--- src/rtl/uart_tx_if.sv ---
// uart_tx_if: byte handshake and serial line between the word-to-byte
// controller (master) and the UART transmitter (slave).
//   Tx_Start  master->slave  request to send Tx_Data
//   Tx_Data   master->slave  byte to transmit
//   Tx_Busy   slave->master  frame in progress
//   Tx        slave->master  serial line, idles high
//   Tx_Done   slave->master  one-cycle pulse at the end of the final stop bit
interface uart_tx_if;
  logic       Tx_Start;
  logic [7:0] Tx_Data;
  logic       Tx_Busy;
  logic       Tx;
  logic       Tx_Done;

  modport master (output Tx_Start, output Tx_Data,
                  input  Tx_Busy, input Tx, input Tx_Done);
  modport slave  (input  Tx_Start, input Tx_Data,
                  output Tx_Busy, output Tx, output Tx_Done);
endinterface

--- src/rtl/uart_tx.sv ---
// uart_tx: serial UART transmitter. Accepts one byte per Tx_Start/Tx_Busy
// handshake and sends start bit, 8 data bits LSB first, optional parity and
// 1 or 2 stop bits, each bit lasting CLKS_PER_BIT clocks.
//   Clock  system clock, rising edge
//   Reset  synchronous, active-high
//   bus    uart_tx_if.slave (Tx_Start, Tx_Data in; Tx_Busy, Tx, Tx_Done out)
module uart_tx #(
  parameter int unsigned CLKS_PER_BIT = 434,
  parameter int unsigned PARITY_EN    = 0,
  parameter int unsigned PARITY_ODD   = 0,
  parameter int unsigned STOP_BITS    = 1
) (
  input  logic     Clock,
  input  logic     Reset,
  uart_tx_if.slave bus
);

  localparam int unsigned CNT_W = $clog2(CLKS_PER_BIT);
  localparam int unsigned IDX_W = 3;
  localparam logic [CNT_W-1:0] CNT_LAST  = CNT_W'(CLKS_PER_BIT - 1);
  localparam logic [IDX_W-1:0] IDX_LAST  = IDX_W'(7);
  localparam logic [IDX_W-1:0] STOP_LAST = IDX_W'(STOP_BITS - 1);
  localparam logic             PAR_ODD   = 1'(PARITY_ODD);
  localparam bit               HAS_PAR   = (PARITY_EN != 0);

  typedef enum logic [2:0] {IDLE, START, DATA, PARITY, STOP} state_e;

  state_e           state_q, state_d;
  logic [CNT_W-1:0] cnt_q, cnt_d;
  logic [IDX_W-1:0] idx_q, idx_d;
  logic [7:0]       shift_q, shift_d;
  logic             par_q, par_d;
  logic             tx_q, tx_d;
  logic             busy_q, busy_d;
  logic             done_q, done_d;
  logic             bit_end;

  assign bit_end = (cnt_q == CNT_LAST);

  // State and datapath registers
  always_ff @(posedge Clock) begin
    if (Reset) begin
      state_q <= IDLE;
      cnt_q   <= '0;
      idx_q   <= '0;
      shift_q <= '0;
      par_q   <= 1'b0;
      tx_q    <= 1'b1;
      busy_q  <= 1'b0;
      done_q  <= 1'b0;
    end else begin
      state_q <= state_d;
      cnt_q   <= cnt_d;
      idx_q   <= idx_d;
      shift_q <= shift_d;
      par_q   <= par_d;
      tx_q    <= tx_d;
      busy_q  <= busy_d;
      done_q  <= done_d;
    end
  end

  // Next-state and next-output logic
  always_comb begin
    state_d = state_q;
    cnt_d   = cnt_q;
    idx_d   = idx_q;
    shift_d = shift_q;
    par_d   = par_q;
    tx_d    = tx_q;
    busy_d  = busy_q;
    done_d  = 1'b0;

    // Baud counter runs in every non-idle state and wraps at each bit boundary
    if (state_q != IDLE) begin
      cnt_d = bit_end ? '0 : cnt_q + CNT_W'(1);
    end

    case (state_q)
      IDLE: begin
        tx_d   = 1'b1;
        busy_d = 1'b0;
        if (bus.Tx_Start) begin
          shift_d = bus.Tx_Data;
          par_d   = (^bus.Tx_Data) ^ PAR_ODD;
          tx_d    = 1'b0;
          busy_d  = 1'b1;
          cnt_d   = '0;
          state_d = START;
        end
      end
      START: begin
        if (bit_end) begin
          state_d = DATA;
          tx_d    = shift_q[0];
          idx_d   = '0;
        end
      end
      DATA: begin
        if (bit_end) begin
          if (idx_q != IDX_LAST) begin
            shift_d = {1'b0, shift_q[7:1]};
            tx_d    = shift_q[1];
            idx_d   = idx_q + IDX_W'(1);
          end else if (HAS_PAR) begin
            state_d = PARITY;
            tx_d    = par_q;
          end else begin
            state_d = STOP;
            tx_d    = 1'b1;
            idx_d   = '0;
          end
        end
      end
      PARITY: begin
        if (bit_end) begin
          state_d = STOP;
          tx_d    = 1'b1;
          idx_d   = '0;
        end
      end
      STOP: begin
        // Bit index counts stop bits so the baud counter stays one bit wide
        if (bit_end) begin
          if (idx_q == STOP_LAST) begin
            state_d = IDLE;
            busy_d  = 1'b0;
            done_d  = 1'b1;
            idx_d   = '0;
          end else begin
            idx_d = idx_q + IDX_W'(1);
          end
        end
      end
      default: begin
        state_d = IDLE;
        tx_d    = 1'b1;
        busy_d  = 1'b0;
      end
    endcase
  end

  assign bus.Tx      = tx_q;
  assign bus.Tx_Busy = busy_q;
  assign bus.Tx_Done = done_q;

endmodule

--- src/flat_wrapper.sv ---
// flat-port wrapper written by rule: the top's interface ports become plain ports
module uart_tx_flat 
#(
  parameter int unsigned CLKS_PER_BIT = 434,
  parameter int unsigned PARITY_EN    = 0,
  parameter int unsigned PARITY_ODD   = 0,
  parameter int unsigned STOP_BITS    = 1
)
  (Clock, Reset, bus_Tx_Start, bus_Tx_Data, bus_Tx_Busy, bus_Tx, bus_Tx_Done);
  uart_tx_if bus_i ();
  input  logic Clock;
  input  logic Reset;
  input wire logic [$bits(bus_i.Tx_Start)-1:0] bus_Tx_Start;
  input wire logic [$bits(bus_i.Tx_Data)-1:0] bus_Tx_Data;
  output wire logic [$bits(bus_i.Tx_Busy)-1:0] bus_Tx_Busy;
  output wire logic [$bits(bus_i.Tx)-1:0] bus_Tx;
  output wire logic [$bits(bus_i.Tx_Done)-1:0] bus_Tx_Done;
  assign bus_i.Tx_Start = bus_Tx_Start;
  assign bus_i.Tx_Data = bus_Tx_Data;
  assign bus_Tx_Busy = bus_i.Tx_Busy;
  assign bus_Tx = bus_i.Tx;
  assign bus_Tx_Done = bus_i.Tx_Done;
  uart_tx #(.CLKS_PER_BIT(CLKS_PER_BIT), .PARITY_EN(PARITY_EN), .PARITY_ODD(PARITY_ODD), .STOP_BITS(STOP_BITS)) u_core (.Clock(Clock), .Reset(Reset), .bus(bus_i));
endmodule
--- config.mk ---
export PLATFORM = sky130hd
export DESIGN_NAME = uart_tx_flat
export DESIGN_NICKNAME = d
export VERILOG_FILES = /design/src/rtl/uart_tx_if.sv /design/src/rtl/uart_tx.sv /design/src/flat_wrapper.sv
export SDC_FILE = /design/constraint.sdc
export NUM_CORES = 1
export LEC_CHECK = 0
export CAP_MARGIN = 20
export CORE_UTILIZATION = 50
export DETAILED_ROUTE_END_ITERATION = 12
export PLACE_DENSITY_LB_ADDON = 0.15
export SLEW_MARGIN = 20
export SYNTH_ARGS = -nofsm -noshare
export SYNTH_HDL_FRONTEND = slang
export SYNTH_SLANG_ARGS = --single-unit
--- constraint.sdc ---
create_clock -name Clock -period 1.6 [get_ports Clock]
set_input_delay 0.48 -clock Clock [delete_from_list [all_inputs] [get_ports Clock]]
set_output_delay 0.48 -clock Clock [all_outputs]
set_load 0.01 [all_outputs]
# Word-level counts from Yosys, hierarchy flattened
# Cells that the tools add are included.
# W data, S select, Z words.
totals:
  output_inout_bits: 3
  in_bits: 11
  regBits: 26
  wordCells: 73
op_classes:
  n_eq_ne: 15
  reduce_logical: 13
  bitwise_logic: 3
  n_addsub: 2
  mux: 33
ops:
  columns: ["op", "n"]
  rows:
  - ["$mux W3", 12]
  - ["$mux W9", 4]
  - ["$mux W8", 3]
  - ["$pmux W8 S2", 1]
  - ["$pmux W3 S5", 1]
  - ["$ne A2 B1 Y1 const B", 7]
  - ["$reduce_and A4 Y1", 3]
  - ["$add A9 B1 Y9 const B", 1]
  - ["$eq A9 B9 Y1 const B", 1]
  - ["$mux W1", 9]
  - ["$pmux W3 S3", 1]
  - ["$reduce_and A7 Y1", 1]
  - ["$eq A3 B2 Y1 const B", 2]
  - ["$logic_not A3 Y1", 2]
  - ["$reduce_bool A3 Y1", 2]
  - ["$reduce_or A3 Y1", 2]
  - ["$pmux W1 S5", 1]
  - ["$ne A2 B2 Y1 const B", 2]
  - ["$add A3 B1 Y3 const B", 1]
  - ["$eq A3 B1 Y1 const B", 1]
  - ["$eq A3 B3 Y1 const B", 1]
  - ["$ne A3 B3 Y1 const B", 1]
  - ["$not A1 Y1", 3]
  - ["$pmux W1 S3", 1]
  - ["3 further kinds", 3]

# Depth between registers and ports, before layout
# Gate-level depths: netlist of run 1.
logic_depth:
  depth_word: 5
  mapped_depth: 8
  mapped_depth_nobuf: 6

# Worst setup path after synthesis of run 1
# No wires, ideal clock.
synth_path:
  path_type: "register -> register"
  from: "register u_core.cnt_q[1]"
  to: "register u_core.shift_q[0]"
  arrival_ns: 1.450
  setup_ns: 0.133
  path_slack_ns: 0.016
  required_ns: 1.467
  path_buffers: 2
  period_less_slack_ns: 1.584
  path_stages_with_launch: 9
  path_cell_list: "dfxtp_1 > inv_1 > ha_1 > and4b_1 > buf_6 > a41o_4 > buf_6 > a21oi_1 > a311oi_1"
synth_via:
  elab_chain_len: 3
synth_lines:
  columns: ["item", "line", "rtl"]
  rows:
  - ["start, declared", "uart_tx.sv:29", "logic [CNT_W-1:0] cnt_q, cnt_d;"]
  - ["start signal, assigned", "uart_tx.sv:53", "cnt_q <= cnt_d;"]
  - ["$eq A9 B9 Y1", "uart_tx.sv:38", "assign bit_end = (cnt_q == CNT_LAST);"]
  - ["$ne A2 B1 Y1 (no line)", null, null]
  - ["$reduce_and A4 Y1 (no line)", null, null]
  - ["end signal, assigned", "uart_tx.sv:55", "shift_q <= shift_d;"]
  - ["end, declared", "uart_tx.sv:31", "logic [7:0] shift_q, shift_d;"]
# Every way passes these cells.
# A chain may end at the register's enable or synchronous reset.

# Worst setup path after layout of run 1
layout_path:
  from: "register u_core.cnt_q[0]"
  to: "register u_core.idx_q[0]"
layout_via:
  elab_chain_len: 3
  elab_cells_between_ends: 5
  cone_classes: "eq/ne: 4; reduce/logical: 1"
layout_lines:
  columns: ["item", "line", "rtl"]
  rows:
  - ["$eq A9 B9 Y1 *", "uart_tx.sv:38", null]
  - ["$ne A2 B1 Y1 (no line)", null, null]
  - ["$reduce_and A4 Y1 (no line) *", null, null]
  - ["end signal, assigned", "uart_tx.sv:54", "idx_q <= idx_d;"]
  - ["end, declared", "uart_tx.sv:30", "logic [IDX_W-1:0] idx_q, idx_d;"]
# Mark *: on every way between the ends. The rest lies on a longest branch, timed or not.

==> qor.yml, run 1 <==
place:
  place_congestion: 0.8974
  dp_hpwl_um: 2429
  numPortBuffers: 13
finish:
  diodes: 0
  fin_util_pct: 69.96
  layout-drive-gt1-share_pct: 30.95
  layout.nets: 227
  synthToLayoutAreaGrowth_pct: 32.47
timing:
  fin_crit_sh_pct: 102.5
  fmax_ghz: 0.6100
  holdWs_ns: 0.5025
  slew_viol_final: 0
  hold_viol_final: 0
  min_period_ns: 1.639
  relSlewSlack_pct: 77.70
  fin_tns_setup_ns: -0.04692
  rsz0062_at_grt: "true"
  skew_ns: 0.004323
  setup_ws_ns: -0.03941
  worst_pin_slew_ns: 0.3318
  setup_viol: 2
worst_hold_path:
  hp-class: "reg2reg"
logic_synthesis:
  synthFlopType: "dfxtp_1"
  async_flop_share_pct: 0
  synth_seq_cells: 26
  postSynthAreaPerCell_um2: 8.567
  ys_seq_area_share_pct: 35.74
  synth_edf_count: 0
  synth_common_cells: "26 x dfxtp_1, 20 x a21oi_1, 13 x nor2_1"
  synth_area_leader_cell: "dfxtp_1"
  yosysWarnings: 0
  syn_nets: 186
  synth.area.top_cells: "dfxtp_1 36%, a21oi_1 6.9%, mux2i_1 5.5%"
  yosysTopAreaCellShare_pct: 35.74
  syn_inst: 170
  synthMostInstantiatedCell: "dfxtp_1"
  synth_area_um2: 1456
  synthDistinctLibCells: 44
global_routing:
  grt_pass1_vias: 1364
  grt_start_max_net_pins: 18
  grt_pass1_wl_um: 5954
  grt_overflow_total: 0
  antenna_found_initial: 0
  grtUsageTotal_pct: 23.75
worst_setup_path:
  critPathTopFamily: "simple AND/OR/NAND/NOR gates"
  worstSetupEndpointType: "register"
  cp_slowest_stage_delay_ns: 0.47
  required_ns: 1.86
  start_kind: "register"
  slowest_stage: "or4_1"
  path_cells: "ha_4 > and4b_2 > nand2_4 > or4_1 > a21oi_1"
  critPathMaxFanout: 6
  critPathKind: "reg2reg"
  cp_num_buf_inv: 0
  cp_data_arrival_time_ns: 1.90
clock_tree:
  cts.root.buffer_cell: "clkbuf_4"
  cts_tree: "yes"
  hold_buffers: 0
  cts_buffer_depth: 2
  clk_pin_slew_worst_paths_ns: 0.14
  clock-sinks: 26
  cts_max_level: 1
  cts_buffers: 3
  worstSkewPairLatency_ns: 0.32
route:
  vias: 1412
  ant_nets: 0
  drt_wl_total_um: 3436
  viasPerCell: 5.859
  drt_iter0_drc: 55
  first_pass_iters: 4
  routedWlPerCell_um: 14.26
  drc: 0
power_and_ir_drop:
  ir_worst_vdd_mv: 0.5690
  p_leak_nw: 0.7049
  powerDensity_nw_per_um2: 639.4
die:
  initial_core_util_pct: 52.81
  die_w_um: 55.97
  die_h_um: 55.97
  fp.dieArea_um2: 3133
  std_cell_rows: 19
  num_io_pins: 14
  core_um2: 2758
run_status:
  status: "finished with violations"
  violations: "negative setup slack"
run:
  drv_cap: 0
==> final cells by class <==
class	count	area (µm²)
multi-input combinational	129	932.1
inverter	6	22.52
clock buffer	4	36.28
fill	243	828.3
tap	31	38.79
sequential	26	529.3
timing repair buffer	45	370.4
==> worst register-to-register path, cell delays in order (launching register included) <==
cell	delay [ns]
dfxtp_4	0.41
ha_4	0.14
and4b_2	0.32
nand2_4	0.10
or4_1	0.47
a21oi_1	0.15
==> state kept, by name, summed over array words and instances (netlist names) <==
signal / count
u_core.shift_q: 8
u_core.cnt_q: 9
u_core.idx_q: 3
u_core.bus.Tx_Busy: 1
u_core.bus.Tx_Done: 1
u_core.bus.Tx: 1
u_core.state_q: 3
==> cell usage in the layout (no fill, tap or decap), types with 2 or more instances in the layout <==
cell type,count
nor2b_1,2
dfxtp_2,4
clkdlybuf4s50_1,10
ha_2,2
mux2i_1,8
a31oi_1,3
nand4b_1,2
a311oi_2,2
o21a_1,2
nand2b_1,2
o21ai_0,7
buf_4,31
a21oi_1,18
a311oi_1,5
nand3_1,6
o21ai_1,3
nor3_1,6
dfxtp_1,21
or3_1,2
inv_2,2
clkbuf_4,3
nor2_1,13
nand2_1,12
a21oi_2,2
dlygate4sd2_1,3
inv_1,4
o211ai_1,2
ha_4,2
==> through the flow <==
step                instances  setup slack [ns]  power [W]  area (µm²)
floorplan                 170           0.01628  0.0008094        1456
global placement          232           -0.2325  0.0008895        1774
detailed placement        232           -0.2897  0.0008977        1774
CTS                       240          -0.05766   0.001238        1873
global route              241          -0.09599   0.001290        1929
finish                    241          -0.03941   0.001234        1929
==> layer usage <==
layer  share of wire [%]  GRT usage (%)  wire [µm]
met4                0.52          7.317         18
met1                  48          31.28       1646
met2                  48          40.99       1662
met3                 3.1          2.326        108
met5                   0              0          0
==> report_power, final <==
part | internal, W | switching [W]
Sequential | 0.000675 | 0.0000191
Combinational | 0.000105 | 0.000101
Clock | 0.000139 | 0.000195
Total | 0.000919 | 0.000315
==> kinds of logic (layout without fill, tap and decap cells) <==
group / count (synthesis) / after routing / synth area share [%]
and+or+nand+nor: 61 / 61 / 23.97
xor gates and xnor gates: 1 / 1 / 0.6015
buffers and inverters: 16 / 55 / 5.755
adders and majority gates: 5 / 5 / 4.296
muxes: 9 / 9 / 6.272
AOI/OAI and AO/OA: 52 / 53 / 23.37
DFF: 26 / 26 / 35.74
==> final timing paths <==
check,start,slack (ns),cells past startpoint,end
setup / recovery,u_core.cnt_q[0],-0.04,5,u_core.idx_q[0]
hold / removal,u_core.idx_q[2],0.50,2,u_core.idx_q[2]
setup reg to reg,u_core.cnt_q[0],-0.04,5,u_core.idx_q[0]
hold reg to reg,u_core.idx_q[2],0.50,2,u_core.idx_q[2]
==> what timing repair did <==
action | in CTS | in global routing
setup endpoints to repair | 24 | 18
pin swaps | 7 | 8
buffers inserted | 3 | 1
resized for setup | 16 | 14
gates cloned | 1 | 0
Note: power is estimated with default switching activity, not from simulation.
==> inputs of run 2 (changes only) <==
--- a/config.mk
+++ b/config.mk
@@ -5,6 +5,7 @@
 export SDC_FILE = /design/constraint.sdc
 export NUM_CORES = 1
 export LEC_CHECK = 0
+export ABC_AREA = 1
 export CAP_MARGIN = 20
 export CORE_UTILIZATION = 50
 export DETAILED_ROUTE_END_ITERATION = 12
==> run 2 against run 1 <==
The run now ends clean. Sequential share of layout area grew 2.5 points. Non-clock buffer count shrank 22. Register-to-register slack gained 0.12 ns. Clock skew grew 0.0067 ns. Global-route usage shrank 3.5 points. Critical path type unchanged. Critical endpoint is now u_core.shift_q[2]. Largest power group is now combinational logic. Highest routed layer unchanged.
==> qor.yml, run 2 <==
logic_synthesis:
  synthDistinctLibCells: 27
  yosys.area_share.simple_pct: 38.80
  yosysWarnings: 0
  synth_seq_cells: 26
  async_flop_share_pct: 0
  ys_seq_area_share_pct: 35.16
  synth_compound_area_share_pct: 11.24
  synth_fa_ha_area_share_pct: 4.227
  synthMuxAreaShare_pct: 0
  synthMostInstantiatedCell: "nand2_1"
  yosys.area_share.xor_xnor_pct: 0.5917
  synth_common_cells: "64 x nand2_1, 27 x nor2_1, 26 x dfxtp_1, 26 x inv_1, 16 x nand3_1"
  postSynthAreaPerCell_um2: 6.667
  synth_top_family_by_area: "simple AND/OR/NAND/NOR gates"
  synth.area.top_cells: "dfxtp_1 35%, nand2_1 16%, nor2_1 6.8%"
  syn_nets: 238
  synth_edf_count: 0
  synth_area_um2: 1480
  synth_area_leader_cell: "dfxtp_1"
  syn_inst: 222
  yosysTopAreaCellShare_pct: 35.16
  synthFlopType: "dfxtp_1"
timing:
  setup_viol: 0
  relSlewSlack_pct: 67.94
  rsz0062_at_grt: "true"
  worst_pin_slew_ns: 0.4804
  fmax_ghz: 0.6583
  fin_crit_sh_pct: 94.94
  fin_tns_setup_ns: 0
  skew_ns: 0.01100
  min_period_ns: 1.519
  slew_viol_final: 0
  hold_viol_final: 0
finish:
  n_fill_cell: 268
  seqCellArea_um2: 521.8
  layout.cells.non_filler: 276
  synthToLayoutAreaGrowth_pct: 17.75
  diodes: 0
  top_regs: "u_core.cnt_q (9), u_core.shift_q (8)"
  final_cell_mix: "61 x nand2_1, 27 x nor2_1, 25 x inv_1, 25 x dfxtp_1, 16 x nand3_1"
  largest_reg_flops: 9
  largest_register: "u_core.cnt_q"
  multi_input_area_um2: 835.8
  final_common_cell: "nand2_1"
  layout-drive-gt1-share_pct: 15.10
  layout.nets: 263
place:
  dp_hpwl_um: 2216
  place_congestion: 0.8610
  dp.cells: 272
  numPortBuffers: 13
clock_tree:
  cts_buffer_depth: 2
  clk_pin_slew_worst_paths_ns: 0.14
  cts_setup_buffers: 0
  clock-sinks: 26
  cts_tree: "yes"
  worstSkewPairLatency_ns: 0.31
  cts_max_level: 1
  cts_buffers: 3
  cts.root.buffer_cell: "clkbuf_4"
route:
  drt_iter0_drc: 49
  first_pass_iters: 4
  drt_wl_total_um: 3051
  vias: 1417
  ant_nets: 0
  drc: 0
  viasPerCell: 5.134
  routedWlPerCell_um: 11.05
power_and_ir_drop:
  p_leak_nw: 0.8071
  ir_worst_vdd_mv: 1.513
  powerDensity_nw_per_um2: 1619
die:
  initial_core_util_pct: 53.22
  num_io_pins: 14
  die_w_um: 56.41
  die_h_um: 56.41
  fp.dieArea_um2: 3182
  std_cell_rows: 19
  core_um2: 2781
worst_setup_path:
  critPathKind: "reg2reg"
  crit_path_frequent_cell: "nand2_1"
  path_cells: "ha_1 > ha_2 > inv_1 > nand3_1 > nand2_2 > nand3_2 > nand2_1 > nand2_1 > nor2_1"
  required_ns: 1.85
  start_kind: "register"
  reg2reg_slack_ns: 0.08
  critPathMaxFanout: 7
  cp_slowest_stage_delay_ns: 0.36
  cp_data_arrival_time_ns: 1.77
  worstSetupEndpointType: "register"
  slowest_stage: "dfxtp_2"
run:
  drv_cap: 0
global_routing:
  grt_start_max_net_pins: 16
  grt_pass1_wl_um: 5161
  grtUsageTotal_pct: 20.22
  grt_overflow_total: 0
  antenna_found_initial: 0
  grt_pass1_vias: 1176
worst_hold_path:
  hp-class: "reg2reg"
run_status:
  status: "complete, no violations"
run 2: changes by cell type after synthesis, sizes merged, moves of 7 or more:
cell / previous run / this run
nand2: 13 / 71
inv: 6 / 30
nor2: 13 / 30
nor3: 7 / 0
nand3: 7 / 17
mux2i: 8 / 0
a311oi: 7 / 0
run 2: logic make-up after synthesis:
kind of cell	count (synthesis)
buffers and inverters	34
xor gates and xnor gates	1
DFF	26
and+or+nand+nor	125
AOI/OAI and AO/OA	31
adders and majority gates	5
run 2: path summary, 6_finish.rpt:
| check | endpoint | depth (start not counted) | from |
|---|---|---|---|
| setup reg to reg | u_core.shift_q[2] | 9 | u_core.idx_q[0] |
| hold reg to reg | u_core.bus.Tx | 2 | u_core.bus.Tx |
| hold / removal | u_core.bus.Tx | 2 | u_core.bus.Tx |
| setup / recovery | u_core.shift_q[2] | 9 | u_core.idx_q[0] |
run 2: layout make-up:
class,count,share of cell area [%]
clock buffers,3,1.292
multi-input cells,163,47.95
repair buffers,23,11.56
flip-flops and latches,26,29.94
inverters,30,7.035
well taps,31,2.225
run 2: stage by stage:
stage / instance area, µm² / hold WS, ns / total power, W / worst slack [ns] / utilization [%]
detailed placement: 1699 / 0.4546 / 0.002508 / -0.1082 / 61.09
CTS: 1718 / 0.4831 / 0.002770 / 0.03836 / 61.76
floorplan: 1480 / 0.4438 / 0.002147 / 0.1890 / -
global route: 1743 / 0.5024 / 0.003107 / -0.009527 / 62.66
global placement: 1699 / 0.4580 / 0.002497 / -0.09829 / 61.09
finish: 1743 / 0.4761 / 0.002822 / 0.08088 / 62.66
run 2: critical path, delay by kind of cell, from the launching register on:
| kind | cells | cell delay (ns) |
|---|---|---|
| simple gates | 6 | 0.65 |
| fa+ha+maj | 2 | 0.40 |
| flops | 1 | 0.36 |
| buf+inv | 1 | 0.05 |
run 2: layer usage:
metal	track usage [%]	vias to the layer above	wire, µm
met2	32.65	43	1383
li1	-	756	-
met4	6.620	0	36
met3	2.074	4	135
met5	0	-	0
met1	28.26	614	1495
run 2: what timing repair did:
| item | CTS | global route |
|---|---|---|
| setup endpoints to repair | 3 | 20 |
| gates cloned | 0 | 1 |
| pin swaps | 0 | 2 |
| resized for setup | 3 | 8 |
| hold buffers | 0 | 0 |
| hold endpoints to repair | 0 | 0 |
run 2: power breakdown:
group	internal (W)	leakage [nW]	switching [W]
logic	0.000594	0.580	0.00104
registers	0.000812	0.213	0.000107
clock network	0.0000879	0.0138	0.000181
total	0.00149	0.807	0.00133
==> inputs of run 3 (changes only) <==
--- a/config.mk
+++ b/config.mk
@@ -9,6 +9,7 @@
 export CAP_MARGIN = 20
 export CORE_UTILIZATION = 50
 export DETAILED_ROUTE_END_ITERATION = 12
+export GPL_TIMING_DRIVEN = 0
 export PLACE_DENSITY_LB_ADDON = 0.15
 export SLEW_MARGIN = 20
 export SYNTH_ARGS = -nofsm -noshare
==> run 3 against run 2 <==
Clock skew shrank 0.0095 ns. Core utilization rose by 0.40 points. Flip-flop and latch count stayed put. Total power is 4.2% higher. Global-route usage up 0.43 points. First-iteration DRC count down 14%. Routed wire length fell by 2.4%. Non-clock buffer count is 3 lower.
==> qor.yml, run 3 (synthesized netlist as in run 2, its figures left out) <==
timing:
  min_period_ns: 1.513
  relSlewSlack_pct: 65.61
  fmax_ghz: 0.6611
  skew_ns: 0.001460
  slew_viol_final: 0
  hold_viol_final: 0
  setup_viol: 0
  worst_pin_slew_ns: 0.5159
  holdWs_ns: 0.4734
  fin_crit_sh_pct: 94.54
finish:
  largest_reg_flops: 9
  fin_util_pct: 63.07
  diodes: 0
  multi_input_area_um2: 837.1
  synthToLayoutAreaGrowth_pct: 18.51
  top_regs: "u_core.cnt_q (9), u_core.shift_q (8)"
  n_fill_cell: 263
  layout.nets: 259
  largest_register: "u_core.cnt_q"
  layout-drive-gt1-share_pct: 15.29
  final_common_cell: "nand2_1"
  final_cell_mix: "61 x nand2_1, 25 x inv_1, 25 x nor2_1"
  seqCellArea_um2: 524.3
clock_tree:
  cts_tree: "yes"
  clk_pin_slew_worst_paths_ns: 0.14
  hold_buffers: 0
  worstSkewPairLatency_ns: 0.32
  cts_max_level: 1
  cts_buffers: 3
  cts.root.buffer_cell: "clkbuf_4"
  cts_buffer_depth: 2
  clock-sinks: 26
route:
  vias: 1395
  met2_length_um: 1399
  route.met3.wl_um: 92
  first_pass_iters: 4
  drt_iter0_drc: 42
  top_layer_used: "met4"
  routedWlPerCell_um: 10.91
  drt_wl_total_um: 2978
  ant_nets: 0
  viasPerCell: 5.110
  wl_met1_um: 1451
  drc: 0
place:
  dp_hpwl_um: 2185
  numPortBuffers: 13
  place_congestion: 0.8094
die:
  fp.dieArea_um2: 3182
  num_io_pins: 14
  core_um2: 2781
  std_cell_rows: 19
  initial_core_util_pct: 53.22
  die_h_um: 56.41
  die_w_um: 56.41
global_routing:
  antenna_found_initial: 0
  grtUsageTotal_pct: 20.65
  grt_start_max_net_pins: 15
  grt_pass1_vias: 1287
  grt_pass1_wl_um: 5299
  grt_overflow_total: 0
power_and_ir_drop:
  p_leak_nw: 0.8139
  powerDensity_nw_per_um2: 1676
  ir_worst_vdd_mv: 1.403
worst_setup_path:
  worstReg2RegStart: "u_core.idx_q[0]"
  r2r_end: "u_core.shift_q[0]"
  critPathKind: "reg2reg"
  required_ns: 1.87
  start_kind: "register"
  critPathMaxFanout: 7
  worstSetupEndpointType: "register"
  cp_data_arrival_time_ns: 1.79
  r2r_cells: 10
  reg2reg_slack_ns: 0.09
run_status:
  status: "complete, no violations"
worst_hold_path:
  whs_endpoint: "u_core.shift_q[7]"
  hp-class: "reg2reg"
  timing.hold.worst.start: "u_core.shift_q[7]"
  hold_depth: 2
run:
  drv_cap: 0
run 3: cell count changes in the layout (fill, tap and decap cells not counted), moves of 2 or more:
cell,delta
buf_2,+2
buf_4,-8
dfxtp_1,-2
nor2_2,+2
nor2_1,-2
dfxtp_2,+2
run 3: layout make-up:
type / count / share of cell area (%)
Multi-Input combinational cell: 162 / 47.72
Sequential cell: 26 / 29.89
Timing Repair Buffer: 16 / 9.486
Inverter: 30 / 6.990
Tap cell: 31 / 2.211
Clock buffer: 4 / 2.068
Buffer: 4 / 1.641
run 3: metal layers:
metal	track usage (%)	vias up
met4	6.969	0
li1	-	744
met3	5.300	4
met2	32.99	18
met1	27.08	629
met5	0	-
run 3: timing repair:
item | 4_1_cts | 5_1_grt
setup endpoints to repair | 12 | 12
pin swaps | 0 | 3
gates cloned | 0 | 1
buffers inserted | 0 | 2
gates resized for setup | 5 | 11
run 3: worst max-delay path by stage:
stage	to	cells past startpoint	startpoint	slack, ns
2_1_floorplan	u_core.shift_q[5]	9	u_core.idx_q[0]	0.19
3_5_place_dp	u_core.shift_q[6]	8	bus_Tx_Start	-0.24
4_1_cts	u_core.shift_q[6]	10	u_core.idx_q[0]	0.03
6_report	u_core.shift_q[0]	10	u_core.idx_q[0]	0.09
3_3_place_gp	u_core.shift_q[6]	8	bus_Tx_Start	-0.24
5_1_grt	u_core.shift_q[1]	9	u_core.idx_q[0]	-0.006
run 3: metrics by stage:
stage          setup TNS, ns  instance area (µm²)  setup slack [ns]  total power [W]  std cells
2_1_floorplan              0                 1480            0.1890         0.002147        222
3_3_place_gp          -2.379                 1649           -0.2408         0.002444        266
3_5_place_dp          -2.357                 1649           -0.2447         0.002454        266
4_1_cts                    0                 1685           0.03295         0.002784        270
5_1_grt             -0.01298                 1754         -0.006385         0.003218        273
6_report                   0                 1754           0.08732         0.002940        273
run 3: worst max-delay path, stage by stage (launching register included):
cell	delay (ns)
dfxtp_2	0.35
ha_1	0.20
ha_2	0.18
inv_1	0.06
nand3_2	0.09
nand2_2	0.11
nand3_4	0.12
clkbuf_16	0.18
nand2_2	0.04
nand2_1	0.04
nor2_1	0.08
run 3: power by group:
part | switching (W) | leakage (nW) | internal, W | total, W
Sequential | 0.000131 | 0.214 | 0.000817 | 0.000948
Combinational | 0.000997 | 0.579 | 0.000658 | 0.00166
Clock | 0.000198 | 0.0210 | 0.000139 | 0.000337
